--- config.mk ---
export PLATFORM = sky130hd
export DESIGN_NAME = alu_seq
export DESIGN_NICKNAME = d
export VERILOG_FILES = /design/src/rtl/alu_defs.sv /design/src/rtl/alu_mul_iter.sv /design/src/rtl/alu_seq.sv
export SDC_FILE = /design/constraint.sdc
export NUM_CORES = 1
export LEC_CHECK = 0
export CAP_MARGIN = 10
export CORE_ASPECT_RATIO = 1.75
export CORE_MARGIN = 3
export CORE_UTILIZATION = 51
export CTS_CLUSTER_DIAMETER = 80
export DETAILED_ROUTE_END_ITERATION = 16
export PLACE_DENSITY = 0.76
export SYNTH_ARGS = -nofsm -noshare
export SYNTH_HDL_FRONTEND = slang
export SYNTH_SLANG_ARGS = --single-unit
--- constraint.sdc ---
create_clock -name clk -period 2.35 [get_ports clk]
set_input_delay 0.47 -clock clk [delete_from_list [all_inputs] [get_ports clk]]
set_output_delay 0.47 -clock clk [all_outputs]
set_load 0.01 [all_outputs]
--- src/rtl/alu_defs.sv ---
// rtl/alu_defs.sv - shared opcodes, FSM state encoding and default width for alu_seq
package alu_defs;

    localparam int WIDTH_DEF = 4;

    localparam logic [2:0] OP_ADD  = 3'b000;
    localparam logic [2:0] OP_SUB  = 3'b001;
    localparam logic [2:0] OP_AND  = 3'b010;
    localparam logic [2:0] OP_OR   = 3'b011;
    localparam logic [2:0] OP_XOR  = 3'b100;
    localparam logic [2:0] OP_SLTU = 3'b101;
    localparam logic [2:0] OP_MUL  = 3'b110;
    localparam logic [2:0] OP_LOAD = 3'b111;

    typedef enum logic {
        ST_IDLE = 1'b0,
        ST_MUL  = 1'b1
    } state_t;

endpackage

--- src/rtl/alu_mul_iter.sv ---
// rtl/alu_mul_iter.sv - iterative shift-add unsigned multiplier datapath
//
// Ports:
//   clk, rst     clock, asynchronous active-high reset
//   load         capture a/b, clear partial product and step counter
//   step         perform one shift-add step
//   a, b         multiplicand / multiplier (WIDTH bits)
//   prod_next    partial product including the current step (2*WIDTH bits)
//   last_step    current step is the final one
module alu_mul_iter #(
    parameter int WIDTH = 4
) (
    input  logic               clk,
    input  logic               rst,
    input  logic               load,
    input  logic               step,
    input  logic [WIDTH-1:0]   a,
    input  logic [WIDTH-1:0]   b,
    output logic [2*WIDTH-1:0] prod_next,
    output logic               last_step
);

    localparam int CW = $clog2(WIDTH + 1);
    localparam logic [CW-1:0] LAST_CNT = CW'(WIDTH - 1);

    logic [2*WIDTH-1:0] mcand_q, mcand_d;
    logic [WIDTH-1:0]   mplier_q, mplier_d;
    logic [2*WIDTH-1:0] prod_q, prod_d;
    logic [CW-1:0]      cnt_q, cnt_d;

    // Exposed combinationally so the top can commit the final step's result
    // on the same edge that performs it.
    assign prod_next = prod_q + (mplier_q[0] ? mcand_q : '0);
    assign last_step = step && (cnt_q == LAST_CNT);

    always_comb begin
        mcand_d  = mcand_q;
        mplier_d = mplier_q;
        prod_d   = prod_q;
        cnt_d    = cnt_q;
        if (load) begin
            mcand_d  = {{WIDTH{1'b0}}, a};
            mplier_d = b;
            prod_d   = '0;
            cnt_d    = '0;
        end else if (step) begin
            mcand_d  = mcand_q << 1;
            mplier_d = mplier_q >> 1;
            prod_d   = prod_next;
            cnt_d    = cnt_q + 1'b1;
        end
    end

    always_ff @(posedge clk or posedge rst) begin
        if (rst) begin
            mcand_q  <= '0;
            mplier_q <= '0;
            prod_q   <= '0;
            cnt_q    <= '0;
        end else begin
            mcand_q  <= mcand_d;
            mplier_q <= mplier_d;
            prod_q   <= prod_d;
            cnt_q    <= cnt_d;
        end
    end

endmodule

--- src/rtl/alu_seq.sv ---
// rtl/alu_seq.sv - sequential ALU with accumulator, flags and iterative multiply
//
// Ports:
//   clk, rst        clock, asynchronous active-high reset
//   start           issue request (ignored while busy)
//   S, A, B         opcode and operands, sampled with start
//   use_acc         take operand A from the C register
//   C, C_hi         result register, high half of MUL product
//   Co, Zero        carry/flag, result-is-zero
//   busy, done      multiply in progress, one-cycle completion pulse
module alu_seq
    import alu_defs::*;
#(
    parameter int WIDTH = WIDTH_DEF
) (
    input  logic             clk,
    input  logic             rst,
    input  logic             start,
    input  logic [2:0]       S,
    input  logic [WIDTH-1:0] A,
    input  logic [WIDTH-1:0] B,
    input  logic             use_acc,
    output logic [WIDTH-1:0] C,
    output logic [WIDTH-1:0] C_hi,
    output logic             Co,
    output logic             Zero,
    output logic             busy,
    output logic             done
);

    state_t             state_q, state_d;
    logic [WIDTH-1:0]   c_q, c_d;
    logic [WIDTH-1:0]   c_hi_q, c_hi_d;
    logic               co_q, co_d;
    logic               zero_q, zero_d;
    logic               busy_q, busy_d;
    logic               done_q, done_d;

    logic [WIDTH-1:0]   a_eff;
    logic [WIDTH-1:0]   alu_res;
    logic               alu_co;
    logic [WIDTH:0]     add_full;
    logic [WIDTH:0]     sub_full;
    logic               mul_load;
    logic               mul_step;
    logic [2*WIDTH-1:0] prod_next;
    logic               mul_last;

    assign a_eff    = use_acc ? c_q : A;
    assign add_full = {1'b0, a_eff} + {1'b0, B};
    // Carry out of A + ~B + 1: 1 means no borrow.
    assign sub_full = {1'b0, a_eff} + {1'b0, ~B} + {{WIDTH{1'b0}}, 1'b1};

    always_comb begin
        alu_res = '0;
        alu_co  = 1'b0;
        case (S)
            OP_ADD:  begin alu_res = add_full[WIDTH-1:0]; alu_co = add_full[WIDTH]; end
            OP_SUB:  begin alu_res = sub_full[WIDTH-1:0]; alu_co = sub_full[WIDTH]; end
            OP_AND:  alu_res = a_eff & B;
            OP_OR:   alu_res = a_eff | B;
            OP_XOR:  alu_res = a_eff ^ B;
            OP_SLTU: alu_res = {{(WIDTH-1){1'b0}}, (a_eff < B)};
            OP_LOAD: alu_res = B;
            default: alu_res = '0;
        endcase
    end

    assign mul_step = (state_q == ST_MUL);

    alu_mul_iter #(.WIDTH(WIDTH)) u_mul (
        .clk       (clk),
        .rst       (rst),
        .load      (mul_load),
        .step      (mul_step),
        .a         (a_eff),
        .b         (B),
        .prod_next (prod_next),
        .last_step (mul_last)
    );

    always_comb begin
        state_d  = state_q;
        c_d      = c_q;
        c_hi_d   = c_hi_q;
        co_d     = co_q;
        zero_d   = zero_q;
        busy_d   = busy_q;
        done_d   = 1'b0;
        mul_load = 1'b0;
        case (state_q)
            ST_IDLE: begin
                if (start) begin
                    if (S == OP_MUL) begin
                        mul_load = 1'b1;
                        busy_d   = 1'b1;
                        state_d  = ST_MUL;
                    end else begin
                        c_d    = alu_res;
                        c_hi_d = '0;
                        co_d   = alu_co;
                        zero_d = (alu_res == '0);
                        done_d = 1'b1;
                    end
                end
            end
            ST_MUL: begin
                // start is deliberately not examined here: no queueing.
                if (mul_last) begin
                    c_d     = prod_next[WIDTH-1:0];
                    c_hi_d  = prod_next[2*WIDTH-1:WIDTH];
                    co_d    = |prod_next[2*WIDTH-1:WIDTH];
                    zero_d  = (prod_next == '0);
                    busy_d  = 1'b0;
                    done_d  = 1'b1;
                    state_d = ST_IDLE;
                end
            end
            default: state_d = ST_IDLE;
        endcase
    end

    always_ff @(posedge clk or posedge rst) begin
        if (rst) begin
            state_q <= ST_IDLE;
            c_q     <= '0;
            c_hi_q  <= '0;
            co_q    <= 1'b0;
            zero_q  <= 1'b1;
            busy_q  <= 1'b0;
            done_q  <= 1'b0;
        end else begin
            state_q <= state_d;
            c_q     <= c_d;
            c_hi_q  <= c_hi_d;
            co_q    <= co_d;
            zero_q  <= zero_d;
            busy_q  <= busy_d;
            done_q  <= done_d;
        end
    end

    assign C    = c_q;
    assign C_hi = c_hi_q;
    assign Co   = co_q;
    assign Zero = zero_q;
    assign busy = busy_q;
    assign done = done_q;

endmodule

Word-level counts from Yosys, hierarchy flattened
Index checks and enable logic that the tools add are counted.

word-level totals
  register bits after elaboration = 36
  logic and storage cells = 83
  output and inout port bits = 12
  bits of input ports = 15

operators by class
  bitwise gates (word level) = 5
  add/subtract/negate cells = 5
  multiplexer cells = 41
  magnitude comparators = 1
  reduce and logical (&&, ||, !) cells = 8
  eq/ne operators = 12

operator list
  operator                                                               count
  8-bit two-way mux                                                      5
  4-bit two-way mux                                                      9
  4-bit one-hot mux with 7 select lines                                  1
  1-bit two-way mux                                                      16
  4-bit one-hot mux with 2 select lines                                  2
  3-bit equality test, second input constant                             4
  1-bit one-hot mux with 2 select lines                                  6
  4-bit by 4-bit adder with 5-bit output                                 2
  3-bit by 2-bit equality test with 1-bit output, second input constant  3
  8-bit adder                                                            1
  8-bit zero test                                                        1
  3-bit two-way mux                                                      2
  2-bit != test, second input constant                                   3
  3-bit AND reduction                                                    2
  5-bit by 1-bit adder with 5-bit output, second input constant          1
  4-bit AND                                                              1
  4-bit zero test                                                        1
  4-bit less-than comparator                                             1
  4-bit NOT                                                              1
  4-bit bitwise OR                                                       1
  4-bit OR reduction                                                     1
  4-bit bitwise XOR                                                      1
  3-bit by 1-bit adder with 3-bit output, second input constant          1
  3-bit by 1-bit equality test with 1-bit output, second input constant  1
  other kinds (5)                                                        5

Longest topological paths before layout
  word-level depth = 8
  mapped depth = 12
  gate-level depth less buffers = 11

Cells and area by module
A second synthesis with hierarchy kept.

second synthesis, totals
  cells, all modules = 278
  area, all modules = 2,622.5 µm²

modules (own cells, without submodules)
  module        area each (µm²)  times used  seq. area each (µm²)  cells each
  alu_mul_iter  1,375.1          1           575.6                 138
  alu_seq       1,247.4          1           326.6                 140

Worst setup path before layout
OpenSTA, ideal clock, no wires.

  kind = input to register
  start = input port use_acc
  end = register zero_q, in the netlist Zero
  cell stages on the path = 12
  setup time = 0.064 ns
  arrival = 2.814 ns
  buffers on the path = 1
  data required time = 2.286 ns
  slack = -0.528 ns
  cell sequence = clkbuf_1 > mux2i_1 > inv_1 > ha_1 > inv_1 > fa_1 > xor2_1 > mux4_1 > a21oi_1 > or3_1 > or4_1 > nand3_1

between the ends
  cells in the longest elaborated chain, start to end = 8
  elaborated cells between the ends (all ways) = 13
  classes of those cells = add/sub (3); order compare (1); mux (5); bitwise (3); reduce/logical (1)

ends and longest elaborated chain
  element                                    RTL line        text
  from (decl)                                alu_seq.sv:22   input logic use_acc,
  4-bit two-way mux (*)                      alu_seq.sv:49   assign a_eff = use_acc ? c_q : A;
  4-bit by 4-bit adder with 5-bit output     alu_seq.sv:52   assign sub_full = {1'b0, a_eff} + {1'b0, ~B} + {{WIDTH{1'b0}}, 1'b1};
  5-bit by 1-bit adder with 5-bit output     alu_seq.sv:52
  4-bit one-hot mux with 7 select lines (*)  alu_seq.sv:57   case (S)
  4-bit zero test (*)                        alu_seq.sv:102  zero_d = (alu_res == '0);
  1-bit two-way mux (*)                      alu_seq.sv:94   if (S == OP_MUL) begin
  1-bit two-way mux (*)                      alu_seq.sv:93   if (start) begin
  1-bit one-hot mux with 2 select lines (*)  alu_seq.sv:91   case (state_q)
  to (signal assigned)                       alu_seq.sv:137  zero_q <= zero_d;
  to (decl)                                  alu_seq.sv:35   logic zero_q, zero_d;

Mark *: on every way between the ends. The rest lies on a longest branch, timed or not. The select of a mux whose other input is x is not followed.
A chain may end at the register's enable or synchronous reset.

Worst setup path in the final report
  start = register u_mul.mplier_q[0]
  end = register zero_q, in the netlist Zero

between the ends
  cells in the longest elaborated chain, start to end = 5

ends and longest elaborated chain
  element                                RTL line            text
  from (decl)                            alu_mul_iter.sv:27  logic [WIDTH-1:0] mplier_q, mplier_d;
  from (signal assigned)                 alu_mul_iter.sv:62  mplier_q <= mplier_d;
  8-bit two-way mux                      alu_mul_iter.sv:33  assign prod_next = prod_q + (mplier_q[0] ? mcand_q : '0);
  8-bit adder                            alu_mul_iter.sv:33
  8-bit zero test                        alu_seq.sv:113      zero_d = (prod_next == '0);
  1-bit two-way mux                      alu_seq.sv:109      if (mul_last) begin
  1-bit one-hot mux with 2 select lines  alu_seq.sv:91

Every way passes these cells. The select of a mux whose other input is x is not followed.

==> flow_results.xml <==
<?xml version="1.0" encoding="UTF-8"?>
<metrics>
  <group name="synthesis">
    <metric name="syn_area" unit="sq um">2536</metric>
    <metric name="avg_inst_size_synth" unit="sq um">8.686</metric>
    <metric name="post_synth_edffs" unit="">0</metric>
    <metric name="synth.top_cell.area_share" unit="%">34.53</metric>
    <metric name="synth_area_leaders" unit="">sky130_fd_sc_hd__dfrtp_1 (35%), sky130_fd_sc_hd__ha_1 (11%), sky130_fd_sc_hd__nand2_1 (8.1%)</metric>
    <metric name="synth.most_common_cell" unit="">sky130_fd_sc_hd__nand2_1</metric>
    <metric name="synth_largest_area_cell" unit="">sky130_fd_sc_hd__dfrtp_1</metric>
    <metric name="post_synth_inst_count" unit="">292</metric>
    <metric name="postSynth.topFlopCell" unit="">sky130_fd_sc_hd__dfrtp_1</metric>
    <metric name="ys_ff_latch" unit="">36</metric>
    <metric name="yosysWarnings" unit="">0</metric>
    <metric name="synthesis.nets" unit="">332</metric>
    <metric name="synth_async_sr_flop_share" unit="%">100.0</metric>
    <metric name="seq_total_area_yosys" unit="%">35.57</metric>
    <metric name="synth.cells.most_frequent" unit="">sky130_fd_sc_hd__nand2_1 (55), sky130_fd_sc_hd__dfrtp_1 (35), sky130_fd_sc_hd__ha_1 (22), sky130_fd_sc_hd__inv_1 (21), sky130_fd_sc_hd__a21oi_1 (19)</metric>
    <metric name="synth_cell_types" unit="">56</metric>
  </group>
  <group name="sta">
    <metric name="max_clock_freq" unit="GHz">0.3789</metric>
    <metric name="final_worst_setup_slack" unit="ns">-0.2890</metric>
    <metric name="tns" unit="ns">-0.3025</metric>
    <metric name="worst-slew-pin-transition" unit="ns">0.4720</metric>
    <metric name="slew-limit-headroom" unit="%">68.41</metric>
    <metric name="rsz_0062_raised_after_global_routing" unit="">yes</metric>
    <metric name="setup-violations-final" unit="">3</metric>
    <metric name="finalMaxSlewViolations" unit="">0</metric>
    <metric name="fin_crit" unit="ns">2.639</metric>
    <metric name="layout_worst_path_cycle_share" unit="%">112.3</metric>
    <metric name="clock-skew-final" unit="ns">0.005765</metric>
    <metric name="hold_viol" unit="">0</metric>
  </group>
  <group name="clocking">
    <metric name="clockBufferDepth" unit="">2</metric>
    <metric name="clock_slew_at_the_register_clock_pins_of_the_worst_setup_and_hold_paths" unit="ns">0.07</metric>
    <metric name="cts_inserted_buffers" unit="">5</metric>
    <metric name="numClockSinks" unit="">36</metric>
    <metric name="htree_num_levels" unit="">2</metric>
    <metric name="tritoncts" unit="">done</metric>
    <metric name="cts_root_buffer" unit="">sky130_fd_sc_hd__clkbuf_8</metric>
    <metric name="clkLatencyLatePin" unit="ns">0.29</metric>
    <metric name="cts_hold_buf" unit="">0</metric>
  </group>
  <group name="status">
    <metric name="violations_in_the_final_reports" unit="">setup timing</metric>
    <metric name="run_status" unit="">finished with violations</metric>
  </group>
  <group name="setup_path">
    <metric name="critical_path.n_buffers_inverters" unit="">1</metric>
    <metric name="kind_of_critical_path" unit="">reg2reg</metric>
    <metric name="worstPathCellList" unit="">buf_6 -&gt; and2_1 -&gt; ha_1 -&gt; a21oi_1 -&gt; o31ai_2 -&gt; o21a_1 -&gt; or3_4 -&gt; or4_4 -&gt; nand3_2</metric>
    <metric name="cp.arrival" unit="ns">2.87</metric>
    <metric name="timing.critical_path.max_delay_family" unit="">simple AND/OR/NAND/NOR gates</metric>
    <metric name="max_stage_delay" unit="ns">0.49</metric>
    <metric name="cpMaxStageDelayCell" unit="">sky130_fd_sc_hd__or4_4</metric>
    <metric name="setup.worst_path.end_class" unit="">flip-flop</metric>
    <metric name="timing.critical_path.required" unit="ns">2.58</metric>
    <metric name="critPathMaxFanout" unit="">7</metric>
    <metric name="worst-r2r-setup-slack" unit="ns">-0.29</metric>
    <metric name="critPathLaunchType" unit="">flip-flop</metric>
  </group>
  <group name="die">
    <metric name="die_w" unit="um">59.31</metric>
    <metric name="core_area" unit="sq um">4748</metric>
    <metric name="top_level_ports" unit="">27</metric>
    <metric name="num_rows" unit="">33</metric>
    <metric name="initial_core_util" unit="%">53.41</metric>
    <metric name="die-height" unit="um">99.29</metric>
    <metric name="floorplan.die_area" unit="sq um">5888</metric>
  </group>
  <group name="global_route">
    <metric name="vias_in_the_first_global_route" unit="">2541</metric>
    <metric name="largest_net_degree_at_the_start_of_global_routing" unit="">37</metric>
    <metric name="grt_overflow" unit="">0</metric>
    <metric name="met2_layer_usage_reported_by_global_route" unit="%">48.86</metric>
    <metric name="grtUsageMet3" unit="%">2.208</metric>
    <metric name="wire_length_of_the_first_global_routing_pass" unit="um">11940</metric>
    <metric name="grt_most_used_layer" unit="">met2</metric>
    <metric name="use_met1" unit="%">27.99</metric>
    <metric name="number_of_antenna_violations_at_the_first_check_in_global_routing" unit="">0</metric>
    <metric name="total_routing_resource_utilization_after_global_routing" unit="%">26.78</metric>
  </group>
  <group name="route">
    <metric name="drt-initial-drc-count" unit="">81</metric>
    <metric name="drcViolationCount" unit="">0</metric>
    <metric name="antenna_left" unit="">0</metric>
    <metric name="wl_per_cell" unit="um">17.25</metric>
    <metric name="detail_route.first_pass.iterations" unit="">4</metric>
    <metric name="route.final.wire_length" unit="um">7640</metric>
    <metric name="vias_per_cell" unit="">5.641</metric>
    <metric name="dr_total_vias" unit="">2499</metric>
  </group>
  <group name="flow_run">
    <metric name="maxCapViolCount" unit="">0</metric>
  </group>
  <group name="final_layout">
    <metric name="drive_above_1_share" unit="%">36.06</metric>
    <metric name="antennaDiodeCount" unit="">0</metric>
    <metric name="design_area" unit="sq um">3731</metric>
    <metric name="layoutNonFillerInstCount" unit="">443</metric>
    <metric name="area_delta_synth_final" unit="%">47.11</metric>
    <metric name="final.fill_count" unit="">325</metric>
    <metric name="fin_nets" unit="">430</metric>
  </group>
  <group name="placement">
    <metric name="place.port_buffers" unit="">26</metric>
    <metric name="place_area" unit="sq um">3344</metric>
    <metric name="gp_congestion" unit="">0.9337</metric>
    <metric name="placedCellCount" unit="">426</metric>
    <metric name="dp_hpwl" unit="um">5613</metric>
  </group>
  <group name="power">
    <metric name="leakagePower" unit="nW">1.749</metric>
    <metric name="powerDensity" unit="nW/um^2">995.4</metric>
    <metric name="vdd.ir_drop.worst" unit="V">0.0006679</metric>
  </group>
  <group name="worst_hold_path">
    <metric name="worstHoldPathType" unit="">reg2reg</metric>
  </group>
</metrics>
placed cells by master, fill, tap and decap left out, types with 3 or more instances in the layout:
| cell type | synthesis | layout |
|---|---|---|
| sky130_fd_sc_hd__buf_4 | 1 | 74 |
| sky130_fd_sc_hd__nand2_1 | 55 | 55 |
| sky130_fd_sc_hd__dfrtp_1 | 35 | 35 |
| sky130_fd_sc_hd__clkdlybuf4s50_1 | 0 | 20 |
| sky130_fd_sc_hd__nor2_1 | 18 | 18 |
| sky130_fd_sc_hd__inv_1 | 21 | 17 |
| sky130_fd_sc_hd__o21ai_1 | 16 | 16 |
| sky130_fd_sc_hd__a21oi_1 | 19 | 13 |
| sky130_fd_sc_hd__ha_1 | 22 | 11 |
| sky130_fd_sc_hd__mux2i_1 | 10 | 9 |
| sky130_fd_sc_hd__ha_4 | 0 | 9 |
| sky130_fd_sc_hd__o21ai_0 | 6 | 6 |
| sky130_fd_sc_hd__a21oi_2 | 2 | 5 |
| sky130_fd_sc_hd__inv_2 | 2 | 5 |
| sky130_fd_sc_hd__and2_4 | 1 | 5 |
| sky130_fd_sc_hd__clkbuf_8 | 0 | 5 |
| sky130_fd_sc_hd__nand2b_1 | 4 | 4 |
| sky130_fd_sc_hd__o211ai_1 | 4 | 4 |
| sky130_fd_sc_hd__buf_6 | 2 | 4 |
| sky130_fd_sc_hd__nand3_2 | 0 | 3 |
| sky130_fd_sc_hd__xnor2_1 | 3 | 3 |
| sky130_fd_sc_hd__a21oi_4 | 0 | 3 |
| sky130_fd_sc_hd__xor2_1 | 3 | 3 |
| sky130_fd_sc_hd__nor3_1 | 3 | 3 |
| sky130_fd_sc_hd__and2_1 | 7 | 3 |
| sky130_fd_sc_hd__nand3_1 | 7 | 3 |
| sky130_fd_sc_hd__fa_2 | 0 | 3 |
tightest hold or removal path, cell delays in order, from the launching register on:
cell	delay [ns]
sky130_fd_sc_hd__dfrtp_1	0.34
sky130_fd_sc_hd__nand2_1	0.04
sky130_fd_sc_hd__o21ai_0	0.06
through the flow:
step           setup WS, ns  hold WS (ns)  utilization (%)  power (W)
6_report            -0.2890        0.4760            78.58   0.003714
2_1_floorplan       -0.4124        0.4525                -   0.002048
4_1_cts             -0.2540        0.4815            74.94   0.003497
3_5_place_dp         -1.023        0.4655            70.43   0.002927
3_3_place_gp        -0.9262        0.4539            70.43   0.002866
5_1_grt             -0.3476        0.5197            78.58   0.003962
path summary, 6_finish.rpt:
check / from / cells after the start / to
min in group asynchronous: rst / 3 / C_hi[2]
worst min register to register: C_hi[1] / 2 / C_hi[1]
worst min-delay path: C_hi[1] / 2 / C_hi[1]
worst max register to register: u_mul.mplier_q[0] / 9 / Zero
max in group asynchronous: rst / 3 / Zero
worst max-delay path: u_mul.mplier_q[0] / 9 / Zero
sequential cells by signal (all words and copies together) (netlist names):
| name | flops |
|---|---|
| Zero | 1 |
| u_mul.prod_q | 8 |
| u_mul.cnt_q | 3 |
| u_mul.mcand_q | 8 |
| C | 4 |
| busy | 1 |
| u_mul.mplier_q | 4 |
| C_hi | 4 |
| mul_step | 1 |
| done | 1 |
| Co | 1 |
kinds of logic (layout without fill, tap and decap cells):
group | count (synthesis) | in the layout | synth area share, %
DFF | 36 | 36 | 35.57
and+or+nand+nor | 107 | 107 | 19.14
adders and majority gates | 25 | 25 | 13.22
xor gates and xnor gates | 6 | 6 | 2.072
AOI/OAI and AO/OA | 70 | 70 | 18.50
buffers and inverters | 36 | 135 | 6.069
muxes | 12 | 12 | 5.427
cell type report:
| cell class | count | area (sq um) | share of cell area, % |
|---|---|---|---|
| timing repair buffer | 104 | 858.3 | 23.00 |
| clock inverter | 3 | 18.77 | 0.5030 |
| inverter | 23 | 88.84 | 2.381 |
| sequential | 36 | 902.1 | 24.18 |
| tap | 52 | 65.06 | 1.744 |
| clock buffer | 5 | 68.82 | 1.844 |
| multi-input combinational | 220 | 1729 | 46.34 |
what timing repair did:
action | in CTS | in global routing
pin swaps | 14 | 20
buffers inserted | 5 | 5
gates resized for setup | 24 | 39
setup endpoints to repair | 6 | 6
power breakdown:
part           internal [W]  leakage [nW]  switching, W
sequential         0.000868         0.466      0.000173
clock              0.000207        0.0479      0.000229
combinational       0.00115          1.24       0.00109
total               0.00222          1.75       0.00149
per-layer routing:
metal	share of wire [%]	vias to the layer above	wire, um
met4	5.5	0	423
li1	-	1202	-
met5	0	-	0
met2	58	67	4404
met1	35	1195	2648
met3	2.1	35	163
No activity file was read; power rests on OpenSTA's default activity.
